File: src/rtl/lut_neuron_array_if.sv
`default_nettype none
// ---------------------------------------------------------------------------
// lut_neuron_array_if : config, input and output handshake bundle
// Revision: 1.0
// ---------------------------------------------------------------------------
interface lut_neuron_array_if #(
   parameter int N_NEURONS = 4,
   parameter int IN_BITS   = 6,
   parameter int OUT_BITS  = 2
);
   localparam int NW = (N_NEURONS > 1) ? $clog2(N_NEURONS) : 1;

   logic                          cfg_we;
   logic [NW-1:0]                 cfg_neuron;
   logic [IN_BITS-1:0]            cfg_addr;
   logic [OUT_BITS-1:0]           cfg_data;
   logic                          in_valid;
   logic                          in_ready;
   logic [N_NEURONS*IN_BITS-1:0]  in_data;
   logic                          out_valid;
   logic                          out_ready;
   logic [N_NEURONS*OUT_BITS-1:0] out_data;

   modport master (
      output cfg_we, cfg_neuron, cfg_addr, cfg_data,
      output in_valid, in_data, out_ready,
      input  in_ready, out_valid, out_data
   );

   modport slave (
      input  cfg_we, cfg_neuron, cfg_addr, cfg_data,
      input  in_valid, in_data, out_ready,
      output in_ready, out_valid, out_data
   );
endinterface
`default_nettype wire

File: src/rtl/lut_neuron_array.sv
`default_nettype none
// ---------------------------------------------------------------------------
// lut_neuron_array : N runtime-writable truth tables, registered lookup
// Revision: 1.0
// ---------------------------------------------------------------------------
module lut_neuron_array #(
   parameter int N_NEURONS = 4,
   parameter int IN_BITS   = 6,
   parameter int OUT_BITS  = 2
) (
   input  wire logic          clk,
   input  wire logic          rst_n,
   lut_neuron_array_if.slave  bus
);
   localparam int DEPTH = 2 ** IN_BITS;

   logic [OUT_BITS-1:0]           table_q [N_NEURONS][DEPTH];
   logic [OUT_BITS-1:0]           table_d [N_NEURONS][DEPTH];
   logic                          out_valid_q, out_valid_d;
   logic [N_NEURONS*OUT_BITS-1:0] out_data_q, out_data_d;
   logic [N_NEURONS*OUT_BITS-1:0] lookup;
   logic                          accept;
   logic                          cfg_hit;

   assign bus.in_ready  = !out_valid_q || bus.out_ready;
   assign bus.out_valid = out_valid_q;
   assign bus.out_data  = out_data_q;
   assign accept        = bus.in_valid && bus.in_ready;
   assign cfg_hit       = bus.cfg_we && (int'(bus.cfg_neuron) < N_NEURONS);

   // Reads use the pre-write table, so a same-cycle write is seen next cycle.
   for (genvar k = 0; k < N_NEURONS; k++) begin : g_lookup
      assign lookup[k*OUT_BITS +: OUT_BITS] = table_q[k][bus.in_data[k*IN_BITS +: IN_BITS]];
   end

   always_comb begin
      table_d = table_q;
      if (cfg_hit) begin
         table_d[bus.cfg_neuron][bus.cfg_addr] = bus.cfg_data;
      end
   end

   always_comb begin
      out_valid_d = out_valid_q;
      out_data_d  = out_data_q;
      if (accept) begin
         out_valid_d = 1'b1;
         out_data_d  = lookup;
      end else if (bus.out_ready) begin
         out_valid_d = 1'b0;
      end
   end

   always_ff @(posedge clk) begin
      if (!rst_n) begin
         for (int n = 0; n < N_NEURONS; n++) begin
            for (int a = 0; a < DEPTH; a++) begin
               table_q[n][a] <= '0;
            end
         end
         out_valid_q <= 1'b0;
         out_data_q  <= '0;
      end else begin
         table_q     <= table_d;
         out_valid_q <= out_valid_d;
         out_data_q  <= out_data_d;
      end
   end
endmodule
`default_nettype wire
File: src/flat_wrapper.sv
// flat-port wrapper written by rule: the top's interface ports become plain ports
module lut_neuron_array_flat 
#(
   parameter int N_NEURONS = 4,
   parameter int IN_BITS   = 6,
   parameter int OUT_BITS  = 2
)
  (clk, rst_n, bus_cfg_we, bus_cfg_neuron, bus_cfg_addr, bus_cfg_data, bus_in_valid, bus_in_data, bus_out_ready, bus_in_ready, bus_out_valid, bus_out_data);
  lut_neuron_array_if #(.N_NEURONS(N_NEURONS), .IN_BITS(IN_BITS), .OUT_BITS(OUT_BITS)) bus_i ();
  input  wire logic clk;
  input  wire logic rst_n;
  input wire logic [$bits(bus_i.cfg_we)-1:0] bus_cfg_we;
  input wire logic [$bits(bus_i.cfg_neuron)-1:0] bus_cfg_neuron;
  input wire logic [$bits(bus_i.cfg_addr)-1:0] bus_cfg_addr;
  input wire logic [$bits(bus_i.cfg_data)-1:0] bus_cfg_data;
  input wire logic [$bits(bus_i.in_valid)-1:0] bus_in_valid;
  input wire logic [$bits(bus_i.in_data)-1:0] bus_in_data;
  input wire logic [$bits(bus_i.out_ready)-1:0] bus_out_ready;
  output wire logic [$bits(bus_i.in_ready)-1:0] bus_in_ready;
  output wire logic [$bits(bus_i.out_valid)-1:0] bus_out_valid;
  output wire logic [$bits(bus_i.out_data)-1:0] bus_out_data;
  assign bus_i.cfg_we = bus_cfg_we;
  assign bus_i.cfg_neuron = bus_cfg_neuron;
  assign bus_i.cfg_addr = bus_cfg_addr;
  assign bus_i.cfg_data = bus_cfg_data;
  assign bus_i.in_valid = bus_in_valid;
  assign bus_i.in_data = bus_in_data;
  assign bus_i.out_ready = bus_out_ready;
  assign bus_in_ready = bus_i.in_ready;
  assign bus_out_valid = bus_i.out_valid;
  assign bus_out_data = bus_i.out_data;
  lut_neuron_array #(.N_NEURONS(N_NEURONS), .IN_BITS(IN_BITS), .OUT_BITS(OUT_BITS)) u_core (.clk(clk), .rst_n(rst_n), .bus(bus_i));
endmodule
File: config.mk
export PLATFORM = sky130hd
export DESIGN_NAME = lut_neuron_array_flat
export DESIGN_NICKNAME = d
export VERILOG_FILES = /design/src/rtl/lut_neuron_array_if.sv /design/src/rtl/lut_neuron_array.sv /design/src/flat_wrapper.sv
export SDC_FILE = /design/constraint.sdc
export NUM_CORES = 2
export LEC_CHECK = 0
export BUFFER_PORTS_ARGS = -buffer_cell sky130_fd_sc_hd__buf_2
export CAP_MARGIN = 15
export CORE_ASPECT_RATIO = 1.4
export CORE_MARGIN = 3
export CORE_UTILIZATION = 60
export CTS_CLUSTER_SIZE = 24
export DETAILED_ROUTE_END_ITERATION = 12
export PLACE_DENSITY = 0.77
export SETUP_SLACK_MARGIN = 0.5
export SLEW_MARGIN = 20
export SYNTH_ARGS = -nofsm -noshare
export SYNTH_HDL_FRONTEND = slang
export SYNTH_SLANG_ARGS = --single-unit
File: constraint.sdc
create_clock -name clk -period 2.2 [get_ports clk]
set_input_delay 0.33 -clock clk [delete_from_list [all_inputs] [get_ports clk]]
set_output_delay 0.33 -clock clk [all_outputs]
set_load 0.1 [all_outputs]
==> impl_metrics.csv <==
group,metric,value,unit
setup_path,criticalPathCategory,"reg2reg",
status,status,"finished clean",
clock_network,cts_hold_buf,0,
clock_network,post-cts-setup-buffers,0,
global_route,grt_max_degree,146,
finish,area_growth,12.83,%
sta,slew_headroom,56.53,%
drt,wire_per_inst,22.05,um
clock_network,cts_tree,"yes",
die,dieArea,45430,sq um
sta,fin_tns_setup,0,ns
logic_synthesis,seq_area_frac_synth,40.55,%
logic_synthesis,synth_nets,2739,
sta,tightestPinTransition,0.6520,ns
place,gp_congestion,0.9386,
drt,ant_nets,0,
finish,final_common_cell,"dfxtp_1",
sta,fin_skew,0.01488,ns
setup_path,cp.required,2.66,ns
sta,hold_viol,0,
drt,drt-total-wl,73.20,mm
sta,setup_viol,0,
clock_network,cts_buffers,50,
drt,firstDrtPassIters,6,
global_route,grt_overflow_total,0,
hold_path,min_from,"bus_in_valid",
power,ir_drop,0.6290,mV
place,place_inst,3226,
clock_network,clk-insertion-delay-late,0.58,ns
setup_path,crit_start,"u_core.table_q[8]$_SDFFE_PN0P_",
die,core,42200,sq um
hold_path,hp-class,"in2reg",
setup_path,slowest_stage,"mux4_2",
die,die_w,181.0,um
setup_path,critPathMaxFanout,2,
clock_network,numClockSinks,521,
sta,final.min_clock_period,1.668,ns
clock_network,htreeDepth,2,
logic_synthesis,netlist_area,25720,sq um
die,start_util,60.95,%
global_route,antenna_found_initial,4,
logic_synthesis,ys_warn_count,0,
finish,final_cell_mix,"dfxtp_1 (518), nand2_1 (401), a21boi_0 (285)",
global_route,track_usage,31.27,%
global_route,grt_pass1_wl,114.3,mm
place,place_hpwl,50.71,mm
sta,slew_violations,0,
setup_path,crit_path_start_kind,"flip-flop",
die,die_h,251.0,um
setup_path,crit_arrival,2.13,ns
sta,fin_crit_sh,75.81,%
finish,drive_above_1_share,15.63,%
logic_synthesis,synth_top_cell_area_share,40.55,%
setup_path,worst_setup_path_end_kind,"flip-flop",
drt,drt_iter0_drc,1689,
sta,rsz0062_at_grt,"yes",
power,power_leakage,10.01,nW
logic_synthesis,synthCells,2700,
die,row_count,89,
logic_synthesis,synth.distinct_cells,37,
setup_path,cp_cell_sequence,"mux4_1 > mux4_2 > nor2b_1 > o21ai_1",
clock_network,cts_buffer_depth,3,
die,ios,49,
global_route,grt_pass1_vias,20970,
logic_synthesis,synth-seq-cells,521,
finish,stdcell_count,3320,
logic_synthesis,synth_area_leaders,"dfxtp_1 (41%), mux2i_1 (8.9%), a21boi_0 (8.3%)",
sta,fmax,599.6,MHz
flow_run,max_cap_viol_count,0,
logic_synthesis,post_synth.cell_area_avg,9.527,sq um
drt,drc,0,
finish,fin_nets,2771,
setup_path,slowest_delay,0.51,ns
setup_path,timing.rr.start,"u_core.table_q[8]$_SDFFE_PN0P_",
finish,fill_cells,3112,
drt,viasPerCell,6.292,
clock_network,clkTransAtPathRegs,0.06,ns
logic_synthesis,synth_top_area_cell,"dfxtp_1",
drt,vias,20890,
place,io_buffers,48,
clock_network,cts-root-buf,"clkbuf_16",
power,powerDensity,685.9,nW/um^2
==> through the flow <==
step / utilization (%) / total power, mW / worst slack (ns) / hold WS, ns / area, sq um
4_1_cts: 68.74 / 19.97 / 0.4714 / 0.03457 / 29010
2_1_floorplan: - / 10.57 / 0.4297 / 0.4386 / 25770
3_5_place_dp: 64.58 / 11.03 / -0.06484 / 0.4556 / 27250
5_1_grt: 68.76 / 20.41 / 0.4756 / 0.05641 / 29020
6_report: 68.76 / 19.91 / 0.5322 / 0.05456 / 29020
3_3_place_gp: 64.58 / 11.00 / -0.03286 / 0.4471 / 27250
==> flip-flops by register name, summed over array words and instances, names as in the netlist <==
signal,count
u_core.bus.out_data,8
u_core.table_q,512
u_core.bus.out_valid,1
==> routing by layer <==
metal / part of all wire [%] / routed length [um] / track usage [%]
met1: 37 / 27150 / 35.92
met2: 50 / 36640 / 54.76
met3: 5.6 / 4092 / 4.067
met4: 7.2 / 5298 / 20.41
met5: 0.020 / 15 / 0
==> area by class of cell <==
cell class / instances / area (sq um) / area share (%)
diodes: 3 / 7.507 / 0.02587
clock inverters: 16 / 192.7 / 0.6639
well taps: 546 / 683.2 / 2.354
clock buffers: 75 / 1536 / 5.294
multi-input cells: 1942 / 14220 / 48.99
inverters: 1 / 3.754 / 0.01293
flip-flops and latches: 521 / 10440 / 35.96
repair buffers: 216 / 1944 / 6.700
==> where the power goes <==
group / internal (mW) / switching (mW) / total [mW]
logic: 0.509 / 0.881 / 1.39
clock network: 5.29 / 3.77 / 9.05
registers: 9.45 / 0.0142 / 9.46
total: 15.2 / 4.66 / 19.9
==> logic make-up (layout without fill, tap and decap cells) <==
family,count (synthesis),count (layout),synth area share [%]
AND/OR/NAND/NOR,1042,1042,19.53
AO/OA/AOI/OAI,528,528,13.72
flip-flops,521,521,40.55
multiplexers,372,372,22.01
buffers and inverters,237,308,4.203
other,0,3,0
==> path summary, 6_finish.rpt <==
check | to | slack [ns] | cells after the start
max | u_core.bus.out_data[6]$_SDFFE_PN0P_ | 0.53 | 4
max reg2reg | u_core.bus.out_data[6]$_SDFFE_PN0P_ | 0.53 | 4
min reg2reg | u_core.table_q[191]$_SDFFE_PN0P_ | 0.46 | 2
min | u_core.bus.out_valid$_SDFFE_PN0P_ | 0.05 | 3
==> cell usage after synthesis (all sizes together) <==
cell type and number:
a21boi 286, a22oi 40, and3 8, and3b 19
buf 77, clkbuf 159, dfxtp 521, inv 1
mux2 8, mux2i 228, mux4 136, nand2 401
nand2b 5, nand3 148, nand3b 1, nand4 8
nor2 181, nor2b 236, nor3 6, nor3b 19
o21ai 186, o22a 8, o311a 8, or2 1
or3 2, or3b 7
==> critical path: cells and delay by family, from the launching register on <==
family	cells	cell delay [ns]
AOI/OAI and AO/OA	1	0.08
DFF	1	0.32
muxes	2	1.01
and+or+nand+nor	1	0.13
==> repair_timing <==
item / in CTS / in global routing
resized for setup: 11 / 18
endpoints found under the setup margin: 10 / 10
pin swaps: 0 / 1
Power figures use the tool's default switching activity.
